--- src/rtl/dac_spi_tx.sv ---
// dac_spi_tx: 16-bit SPI frame sender for an MCP49x1-style DAC.
// Ports: clk, rst (sync, active high); sample/sample_valid/sample_ready
//   handshake; dac_cs_n, dac_sclk (mode 0), dac_mosi (MSB first),
//   dac_ldac_n; frame_done pulses on the first GAP cycle.
// Build option: define DAC_SPI_TX_LDAC_EN to strobe dac_ldac_n low
//   during GAP; otherwise dac_ldac_n is tied low.
module dac_spi_tx #(
  parameter int         SCLK_HALF = 2,
  parameter logic [3:0] CFG       = 4'b0011
) (
  input  logic        clk,
  input  logic        rst,
  input  logic [11:0] sample,
  input  logic        sample_valid,
  output logic        sample_ready,
  output logic        dac_cs_n,
  output logic        dac_sclk,
  output logic        dac_mosi,
  output logic        dac_ldac_n,
  output logic        frame_done
);

  typedef enum logic [1:0] {
    IDLE,
    SETUP,
    SHIFT,
    GAP
  } state_t;

  localparam logic [7:0] PH_MAX = 8'(SCLK_HALF - 1);

  state_t      state;
  state_t      state_nx;
  logic [7:0]  ph_cnt;
  logic [3:0]  bit_cnt;
  logic        hi;
  logic [15:0] sr;
  logic        ph_end;
  logic        accept;
  logic        in_gap;

  assign ph_end = (ph_cnt == PH_MAX);
  assign accept = sample_valid && sample_ready;

  always_ff @(posedge clk) begin
    if (rst) state <= IDLE;
    else     state <= state_nx;
  end

  always_comb begin
    state_nx = state;
    case (state)
      IDLE:  if (accept) state_nx = SETUP;
      SETUP: if (ph_end) state_nx = SHIFT;
      SHIFT: if (ph_end && !hi && bit_cnt == 4'd15)
               state_nx = GAP;
      GAP:   if (ph_end) state_nx = IDLE;
      default: state_nx = IDLE;
    endcase
  end

  // hi tracks the SCLK level inside SHIFT; the shift register
  // advances as the high phase ends so MOSI moves on the falling edge.
  always_ff @(posedge clk) begin
    if (rst) begin
      ph_cnt  <= 8'd0;
      bit_cnt <= 4'd0;
      hi      <= 1'b0;
      sr      <= 16'd0;
    end else begin
      case (state)
        IDLE: begin
          ph_cnt  <= 8'd0;
          bit_cnt <= 4'd0;
          hi      <= 1'b0;
          if (accept) sr <= {CFG, sample};
        end
        SETUP: begin
          if (ph_end) begin
            ph_cnt <= 8'd0;
            hi     <= 1'b1;
          end else begin
            ph_cnt <= ph_cnt + 8'd1;
          end
        end
        SHIFT: begin
          if (ph_end) begin
            ph_cnt <= 8'd0;
            if (hi) begin
              hi <= 1'b0;
              sr <= {sr[14:0], 1'b0};
            end else begin
              hi      <= (bit_cnt != 4'd15);
              bit_cnt <= bit_cnt + 4'd1;
            end
          end else begin
            ph_cnt <= ph_cnt + 8'd1;
          end
        end
        GAP: begin
          hi <= 1'b0;
          if (ph_end) ph_cnt <= 8'd0;
          else        ph_cnt <= ph_cnt + 8'd1;
        end
        default: begin
          ph_cnt  <= 8'd0;
          bit_cnt <= 4'd0;
          hi      <= 1'b0;
        end
      endcase
    end
  end

  // rst forces the idle pin state immediately, not just after the edge.
  always_comb begin
    sample_ready = 1'b0;
    dac_cs_n     = 1'b1;
    dac_sclk     = 1'b0;
    dac_mosi     = 1'b0;
    frame_done   = 1'b0;
    in_gap       = 1'b0;
    if (!rst) begin
      case (state)
        IDLE:  sample_ready = 1'b1;
        SETUP: begin
          dac_cs_n = 1'b0;
          dac_mosi = sr[15];
        end
        SHIFT: begin
          dac_cs_n = 1'b0;
          dac_sclk = hi;
          dac_mosi = sr[15];
        end
        GAP: begin
          frame_done = (ph_cnt == 8'd0);
          in_gap     = 1'b1;
        end
        default: sample_ready = 1'b0;
      endcase
    end
  end

`ifdef DAC_SPI_TX_LDAC_EN
  assign dac_ldac_n = !in_gap;
`else
  logic unused_gap;
  assign unused_gap = in_gap;
  assign dac_ldac_n = 1'b0;
`endif

endmodule

--- config.mk ---
export PLATFORM = sky130hd
export DESIGN_NAME = dac_spi_tx
export DESIGN_NICKNAME = d
export VERILOG_FILES = /design/src/rtl/dac_spi_tx.sv
export SDC_FILE = /design/constraint.sdc
export NUM_CORES = 1
export LEC_CHECK = 0
export ABC_CLOCK_PERIOD_IN_PS = 5700
export BUFFER_PORTS_ARGS = -buffer_cell sky130_fd_sc_hd__buf_2
export CAP_MARGIN = 15
export CORE_ASPECT_RATIO = 1.5
export CORE_MARGIN = 2
export CORE_UTILIZATION = 59
export CTS_BUF_LIST = sky130_fd_sc_hd__clkbuf_8
export DETAILED_ROUTE_END_ITERATION = 10
export MAX_ROUTING_LAYER = met4
export PLACE_DENSITY = 0.81
export SLEW_MARGIN = 0
export SYNTH_ARGS = -nofsm -noshare
export SYNTH_HDL_FRONTEND = slang
export SYNTH_SLANG_ARGS = --single-unit
--- constraint.sdc ---
create_clock -name clk -period 5.7 [get_ports clk]
set_clock_uncertainty 0.2 [all_clocks]
set_input_delay 0.285 -clock clk [delete_from_list [all_inputs] [get_ports clk]]
set_output_delay 0.285 -clock clk [all_outputs]
set_load 0.05 [all_outputs]
# Yosys cells after proc, flatten, opt, wreduce, memory -nomap -nowiden
# Cells that the tools add are included.
dict set report word_totals {
  reg_bits 31
  inputBits 15
  wordCells 62
}
dict set report classes {
  addsub 2
  reduce_logical 14
  mux 28
  n_eq_ne 13
}
# op count
set ops {}
lappend ops {{16-bit two-way mux} 3}
lappend ops {{16-bit case mux with 2 select lines} 1}
lappend ops {{8-bit case mux with 2 select lines} 1}
lappend ops {{2-bit inequality test, second input constant} 7}
lappend ops {{1-bit two-way mux} 13}
lappend ops {{8-bit by 1-bit adder with 8-bit output, second input constant} 1}
lappend ops {{8-bit by 1-bit equality test with 1-bit output, second input constant} 1}
lappend ops {{8-bit logical NOT} 1}
lappend ops {{2-bit two-way mux} 4}
lappend ops {{4-bit two-way mux} 2}
lappend ops {{8-bit two-way mux} 1}
lappend ops {{2-bit case mux with 4 select lines} 1}
lappend ops {{4-bit case mux with 2 select lines} 1}
lappend ops {{4-bit AND reduction} 2}
lappend ops {{4-bit by 1-bit adder with 4-bit output, second input constant} 1}
lappend ops {{2-bit equality test, second input constant} 2}
lappend ops {{4-bit equality test, second input constant} 1}
lappend ops {{4-bit inequality test, second input constant} 1}
lappend ops {{2-bit OR reduction} 2}
lappend ops {{1-bit logical AND} 3}
lappend ops {{1-bit case mux with 3 select lines} 1}
lappend ops {{3-bit AND reduction} 1}
lappend ops {{3-bit OR reduction} 1}
lappend ops {{2-bit by 1-bit equality test with 1-bit output, second input constant} 1}
lappend ops {{other kinds (4)} 4}

# Logic depth before layout (Yosys ltp)
# Gate-level depths: netlist of run 1.
dict set report depth {
  word_depth 6
  mapped_depth 8
}

# Worst setup path after synthesis of run 1
# Ideal clock, no wire load.
dict set report synth_path {
  path_type {register -> output}
  startpoint {register ph_cnt[4]}
  endpoint {output port frame_done}
  n_path_buf 1
  arrival_time_ns 2.090
  path_stages_with_launch 4
  t_required_ns 5.215
  slack_ns 3.125
  path_cell_list {dfxtp_1 > or4_1 > buf_2 > nor3_1}
}
dict set report synth_between {
  elab_chain_len 3
}
# element line
set synth_rtl {}
lappend synth_rtl {{start: declaration} 34} ;# logic [7:0] ph_cnt;
lappend synth_rtl {{start signal: assignment} 83} ;# ph_cnt <= ph_cnt + 8'd1;
lappend synth_rtl {{start signal: assignment} 97} ;# ph_cnt <= ph_cnt + 8'd1;
lappend synth_rtl {{start signal: assignment} 103} ;# else ph_cnt <= ph_cnt + 8'd1;
lappend synth_rtl {{8-bit logical NOT} 135} ;# frame_done = (ph_cnt == 8'd0);
lappend synth_rtl {{1-bit two-way mux} 123} ;# case (state)
lappend synth_rtl {{1-bit two-way mux} 122} ;# if (!rst) begin
lappend synth_rtl {{end: declaration} 20} ;# output logic frame_done
# Every way passes these cells.

# Final worst setup path of run 1
dict set report layout_path {
  startpoint {register state[0]}
  endpoint {register sr[13]}
}
dict set report layout_between {
  elab_chain_len 6
  word_cells_on_any_way 11
}
# element line
set layout_rtl {}
lappend layout_rtl {{start: declaration} 32} ;# state_t state;
lappend layout_rtl {{start signal: assignment} 47} ;# else state <= state_nx;
lappend layout_rtl {{2-bit logical NOT} {71, 123}}
lappend layout_rtl {{1-bit two-way mux} 123}
lappend layout_rtl {{1-bit two-way mux} 122}
lappend layout_rtl {{1-bit logical AND} 43} ;# assign accept = sample_valid && sample_ready;
lappend layout_rtl {{2-bit inequality test (no source line)} --}
lappend layout_rtl {{4-bit AND reduction (no source line)} --}
lappend layout_rtl {{end signal: assignment} 76} ;# if (accept) sr <= {CFG, sample};
lappend layout_rtl {{end signal: assignment} 91} ;# sr <= {sr[14:0], 1'b0};
lappend layout_rtl {{end: declaration} 37} ;# logic [15:0] sr;
# Several ways; a longest one is shown, not always the timed one.
# A chain may end at the register's enable or synchronous reset.

==> results.cfg, run 1 <==
[timing]
fmax_mhz = 324
fin_setup_tns_ns = 0
rsz0062_at_grt = no
final_hold_viol_count = 0
worst_slew_pin_slew_ns = 0.994
period_needed_ns = 3.09
worst_slack_ns = 2.61
slew_headroom = 0.333
post-route-period-util = 0.542
setup_violations = 0
slew_violations = 0

[logic_synthesis]
synth.cell_area_um2 = 1600
ys_top_cells_by_count = dfxtp_1 (31), nor2_1 (14), a21oi_1 (13)
synth_xor_area_frac = 0.0384
async_flop_share = 0
synthAdderAreaFrac = 0.0626
synth_flop_cell = dfxtp_1
synth_compound_area_frac = 0.186
synth_edf_count = 0
synth_area_leader_cell = dfxtp_1
syn_avg_cell_area_um2 = 9.13
ys_warn_count = 0
synthTopCellsByArea = dfxtp_1 (39%), mux2i_1 (7.5%), ha_1 (6.3%)
synth-seq-cells = 31
synthSimpleGateAreaFrac = 0.171
seq_area_frac_synth = 0.388
synth.most_common_cell = dfxtp_1
synthDistinctLibCells = 41
synthMuxAreaShare = 0.0752
syn_inst = 175
synth_top_family_by_area = compound AO/OA/AOI/OAI gates
yosys.area.top_type_share = 0.388
syn-num-nets = 198

[pwr]
pwr_density_cell_nw_per_um2 = 487
ir_drop_uv = 285
p_leak_nw = 0.667

[critical_path]
cp_slowest_cell = ha_1
crit_chain = inv_1 -> ha_1 -> nand2_1 -> o31ai_4 -> and2_1 -> o221a_2
slowest_delay_ns = 0.81
cp_max_fo = 23
crit_required_ns = 5.73
r2r_end = sr[13]$_SDFFE_PP0P_
path_buf_inv = 1
reg2reg_slack_ns = 2.61
end_kind = flip-flop
worstPathArrival_ns = 3.12
start_kind = flip-flop
crit_family = adder cells
crit_type = flip-flop to flip-flop
rr_startpoint = state[0]$_SDFFE_PP0P_
reg2reg_depth = 6

[global_routing]
antenna_found_initial = 0
grt_overflow = 0
grt_pass1_vias = 1290
grt_max_degree = 26
grt_first_pass_wirelength_um = 5440
grt_usage = 0.251

[clocking]
clk_latency_ns = 0.29
clk_path_buf_depth = 2
postCtsResizedCells = 0
cts_made_buffers = 5
clkTransAtPathRegs_ns = 0.07
post_cts_buffers = 0
cts_sinks = 31
postCtsHoldBufs = 0
root_buffer = clkbuf_8
tritoncts = built
htreeDepth = 2

[detailed_routing]
viasPerCell = 5.78
dr.first_iter.drc_count = 29
ant_nets = 0
wire_per_inst_um = 14.4
drc = 0
via_count = 1311
routed_wirelength_um = 3270
dr.pass1.iters = 4

[flow_run]
drv_cap = 0

[finish]
multiInputGateArea_um2 = 856
final_nets = 212
drive_gt1_frac = 0.179
seqCellArea_um2 = 621
nFillCells = 218
syn_to_final_growth_pct = 11.0
diodes = 0

[hold_path]
hold-path-endpoint = sr[0]$_SDFFE_PP0P_
whs_path_depth = 3
hold_class = input port to flip-flop
hp-start = sample[0]

[floorplanning]
fp-row-count = 23
initial_utilization = 0.610
core_area_um2 = 2620
chipWidth_um = 46.5
fp.dieH_um = 67.7
die-area_um2 = 3150
ios = 21

[placement]
globalplace.congestion = 0.786
portBuffers = 19
dp_hpwl_um = 2440
place_ws_ns = 2.63

[outcome]
outcome = finished clean
-- registers in the layout, indices dropped and copies added (netlist names) --
name     count
bit_cnt      4
hi           1
ph_cnt       8
sr          16
state        2
-- per-layer routing --
metal	global-route usage	vias to the layer above	part of all wire
met5	-	-	0
met4	0.0964	0	0.018
met3	0.0882	7	0.033
met2	0.458	26	0.55
met1	0.225	629	0.40
li1	-	649	-
-- power breakdown --
part / total [mW] / internal (mW) / switching [mW]
Sequential: 0.313 / 0.274 / 0.0390
Combinational: 0.327 / 0.125 / 0.203
Clock: 0.224 / 0.141 / 0.0822
-- cells by family after synthesis --
kind of cell,count (synthesis)
other cells,1
mux,12
simple gates,53
compound gates,41
fa+ha+maj,8
xor+xnor,7
flops,31
buf+inv,22
-- worst max-delay path by stage --
stage                                     start                   to  slack [ns]  depth (start not counted)
after detailed placement  state[0]$_SDFFE_PP0P_  sr[14]$_SDFFE_PP0P_        2.63                          6
after floorplan            ph_cnt[4]$_SDFF_PP0_           frame_done        3.13                          3
after global placement    state[0]$_SDFFE_PP0P_  sr[12]$_SDFFE_PP0P_        2.76                          6
after CTS                 state[0]$_SDFFE_PP0P_  sr[13]$_SDFFE_PP0P_        2.61                          6
after global routing      state[0]$_SDFFE_PP0P_  sr[14]$_SDFFE_PP0P_        2.39                          6
final                     state[0]$_SDFFE_PP0P_  sr[13]$_SDFFE_PP0P_        2.61                          6
-- per-stage QoR --
step | utilization | hold slack (ns) | cell area [um^2] | total power, mW | cells
3_5_place_dp | 0.632 | 0.267 | 1660 | 0.646 | 219
2_1_floorplan | - | 0.241 | 1600 | 0.616 | 175
5_1_grt | 0.677 | 0.104 | 1770 | 0.919 | 227
3_3_place_gp | 0.632 | 0.259 | 1660 | 0.624 | 219
6_report | 0.677 | 0.0966 | 1770 | 0.864 | 227
4_1_cts | 0.677 | 0.0876 | 1770 | 0.867 | 227
-- layout by cell type, fill, tap and decap left out, drive strengths merged --
master and instances:
a211oi 12, a21boi 1, a21o 1, a21oi 13, a221oi 1, a311oi 1, a31oi 1, and2 2
and3 2, buf 19, bufinv 1, clkbuf 6, clkinv 1, conb 1, dfxtp 31, ha 8
inv 10, mux2i 12, nand2 6, nand2b 3, nand3 9, nand4 3, nand4b 1, nor2 14
nor2b 3, nor3 2, nor4 2, o21ai 5, o221a 2, o22ai 1, o31ai 1, o32ai 2
or2 1, or3 3, or3b 1, or4 1, xnor2 4, xor2 3
-- worst min-delay path, stage by stage --
cell     delay, ns
buf_2         0.10
nand3_1       0.07
a31oi_1       0.07
-- area by class of cell --
cell class	count	area share
clock buffer	6	0.0466
clock inverter	2	0.0198
inverter	10	0.0212
multi-input combinational	122	0.483
sequential	31	0.350
tap	37	0.0261
timing repair buffer	19	0.0536
Power figures use the tool's default switching activity.
==> run 2, diff against run 1 <==
ABC_CLOCK_PERIOD_IN_PS = 2740   (was 5700)
CORE_UTILIZATION = 53   (was 59)
PLACE_DENSITY = 0.77   (was 0.81)
clock period = 2.74 ns   (was 5.7 ns; I/O delays follow)
==> run 2 against run 1 <==
- via count grew 2.4%
- register-to-register slack lost 2.3 ns
- critical endpoint unchanged
- combinational power grew 120%
- clock-buffer cell count shrank 1
- hold slack lost 0.090 ns
- sequential power grew 110%
- largest power group unchanged
- largest cell class unchanged
- flip-flop and latch count is the same
==> results.cfg, run 2 (synthesized netlist as in run 1, its figures left out) <==
[outcome]
outcome = finished clean

[detailed_routing]
routed_wirelength_um = 3470
drc = 0
wl_met1_um = 1350
viasPerCell = 5.69
ant_nets = 0
dr.pass1.iters = 4
dr.first_iter.drc_count = 39
wl_met2_um = 1920
via_count = 1342
top_layer_used = met4
wl_met3_um = 112
wire_per_inst_um = 14.7

[clocking]
clk_path_buf_depth = 2
clk_latency_ns = 0.28
cts_sinks = 31
root_buffer = clkbuf_8
tritoncts = built
cts_made_buffers = 5
htreeDepth = 2
clkTransAtPathRegs_ns = 0.06

[critical_path]
worstSetupEndpoint = sr[13]$_SDFFE_PP0P_
crit_chain = or4_1 -> o31ai_4 -> and2_1 -> o221a_2
r2r_end = sr[13]$_SDFFE_PP0P_
crit_type = flip-flop to flip-flop
rr_startpoint = ph_cnt[4]$_SDFF_PP0_
reg2reg_slack_ns = 0.33
start_kind = flip-flop
slowest_delay_ns = 0.68
end_kind = flip-flop
crit_required_ns = 2.77
cp_max_fo = 15
cp_slowest_cell = or4_1
reg2reg_depth = 4
worstPathArrival_ns = 2.44
crit_start = ph_cnt[4]$_SDFF_PP0_

[hold_path]
whs_path_depth = 3
hold_class = input port to flip-flop

[timing]
final_hold_viol_count = 0
setup_violations = 0
fin_setup_tns_ns = 0
finalHoldWorstSlack_ns = 0.00612
worst_slack_ns = 0.327
fmax_mhz = 414
worst_slew_pin_slew_ns = 0.578
period_needed_ns = 2.41
post-route-period-util = 0.881
rsz0062_at_grt = no
slew_violations = 0
slew_headroom = 0.615

[finish]
drive_gt1_frac = 0.178
reg.largest.list = sr x16, ph_cnt x8, bit_cnt x4
largest-register = sr
fin_cells = 236
final_nets = 219
diodes = 0
final_common_cell = dfxtp_1
layout_common_cells = dfxtp_1 (31), buf_2 (19), nor2_1 (14)
syn_to_final_growth_pct = 12.8
largest_register_ffs = 16

[floorplanning]
fp.dieH_um = 71.2
fp-row-count = 24
chipWidth_um = 48.8
initial_utilization = 0.554
core_area_um2 = 2880
ios = 21
die-area_um2 = 3480

[pwr]
ir_drop_uv = 510
p_leak_nw = 0.687
pwr_density_cell_nw_per_um2 = 948
finalPower_mw = 1.71

[placement]
globalplace.congestion = 0.809
dp_hpwl_um = 2480
dpl.cell_count = 224
place_ws_ns = 0.354
portBuffers = 19

[global_routing]
grt_max_degree = 26
grt_pass1_vias = 1386
grt_first_pass_wirelength_um = 6110
grt_overflow = 0
antenna_found_initial = 0
grt_usage = 0.237

[flow_run]
drv_cap = 0
[run 2: worst min path at each step]
stage          startpoint  slack [ns]                 end
2_1_floorplan   sample[0]         0.1  sr[0]$_SDFFE_PP0P_
3_3_place_gp    sample[0]        0.22  sr[0]$_SDFFE_PP0P_
3_5_place_dp    sample[0]        0.23  sr[0]$_SDFFE_PP0P_
4_1_cts         sample[1]       0.008  sr[1]$_SDFFE_PP0P_
5_1_grt         sample[1]        0.02  sr[1]$_SDFFE_PP0P_
6_report        sample[1]       0.006  sr[1]$_SDFFE_PP0P_
[run 2: critical path, delay by kind of cell, from the launching register on]
kind	cells	cell delay, ns
AO/OA/AOI/OAI	2	0.60
flip-flops	1	0.36
AND/OR/NAND/NOR	2	1.21
[run 2: report_power, final]
group / switching [mW] / total [mW] / internal (mW)
registers: 0.0792 / 0.648 / 0.569
clock network: 0.159 / 0.330 / 0.170
logic: 0.442 / 0.729 / 0.287
[run 2: repair_timing]
action,4_1_cts,5_1_grt
endpoints found under the setup margin,0,0
endpoints found under the hold margin,4,0
hold buffers,4,0
resized for setup,0,0
setup buffers,0,0
[run 2: final cells by class]
cell class	instances	area (um^2)
clock buffers	5	68.8
clock inverters	3	12.5
fillers	258	1080
inverters	10	37.5
multi-input cells	122	856
flip-flops and latches	31	621
well taps	39	48.8
repair buffers	26	158
[run 2: stage by stage]
stage | utilization | area [um^2]
global placement | 0.583 | 1680
global route | 0.625 | 1800
finish | 0.625 | 1800
CTS | 0.625 | 1800
detailed placement | 0.583 | 1680
floorplan | - | 1600
[run 2: metal layers]
metal,vias up,global-route usage
li1,667,-
met1,637,0.227
met2,27,0.434
met3,11,0.0604
met4,0,0.121
met5,-,-
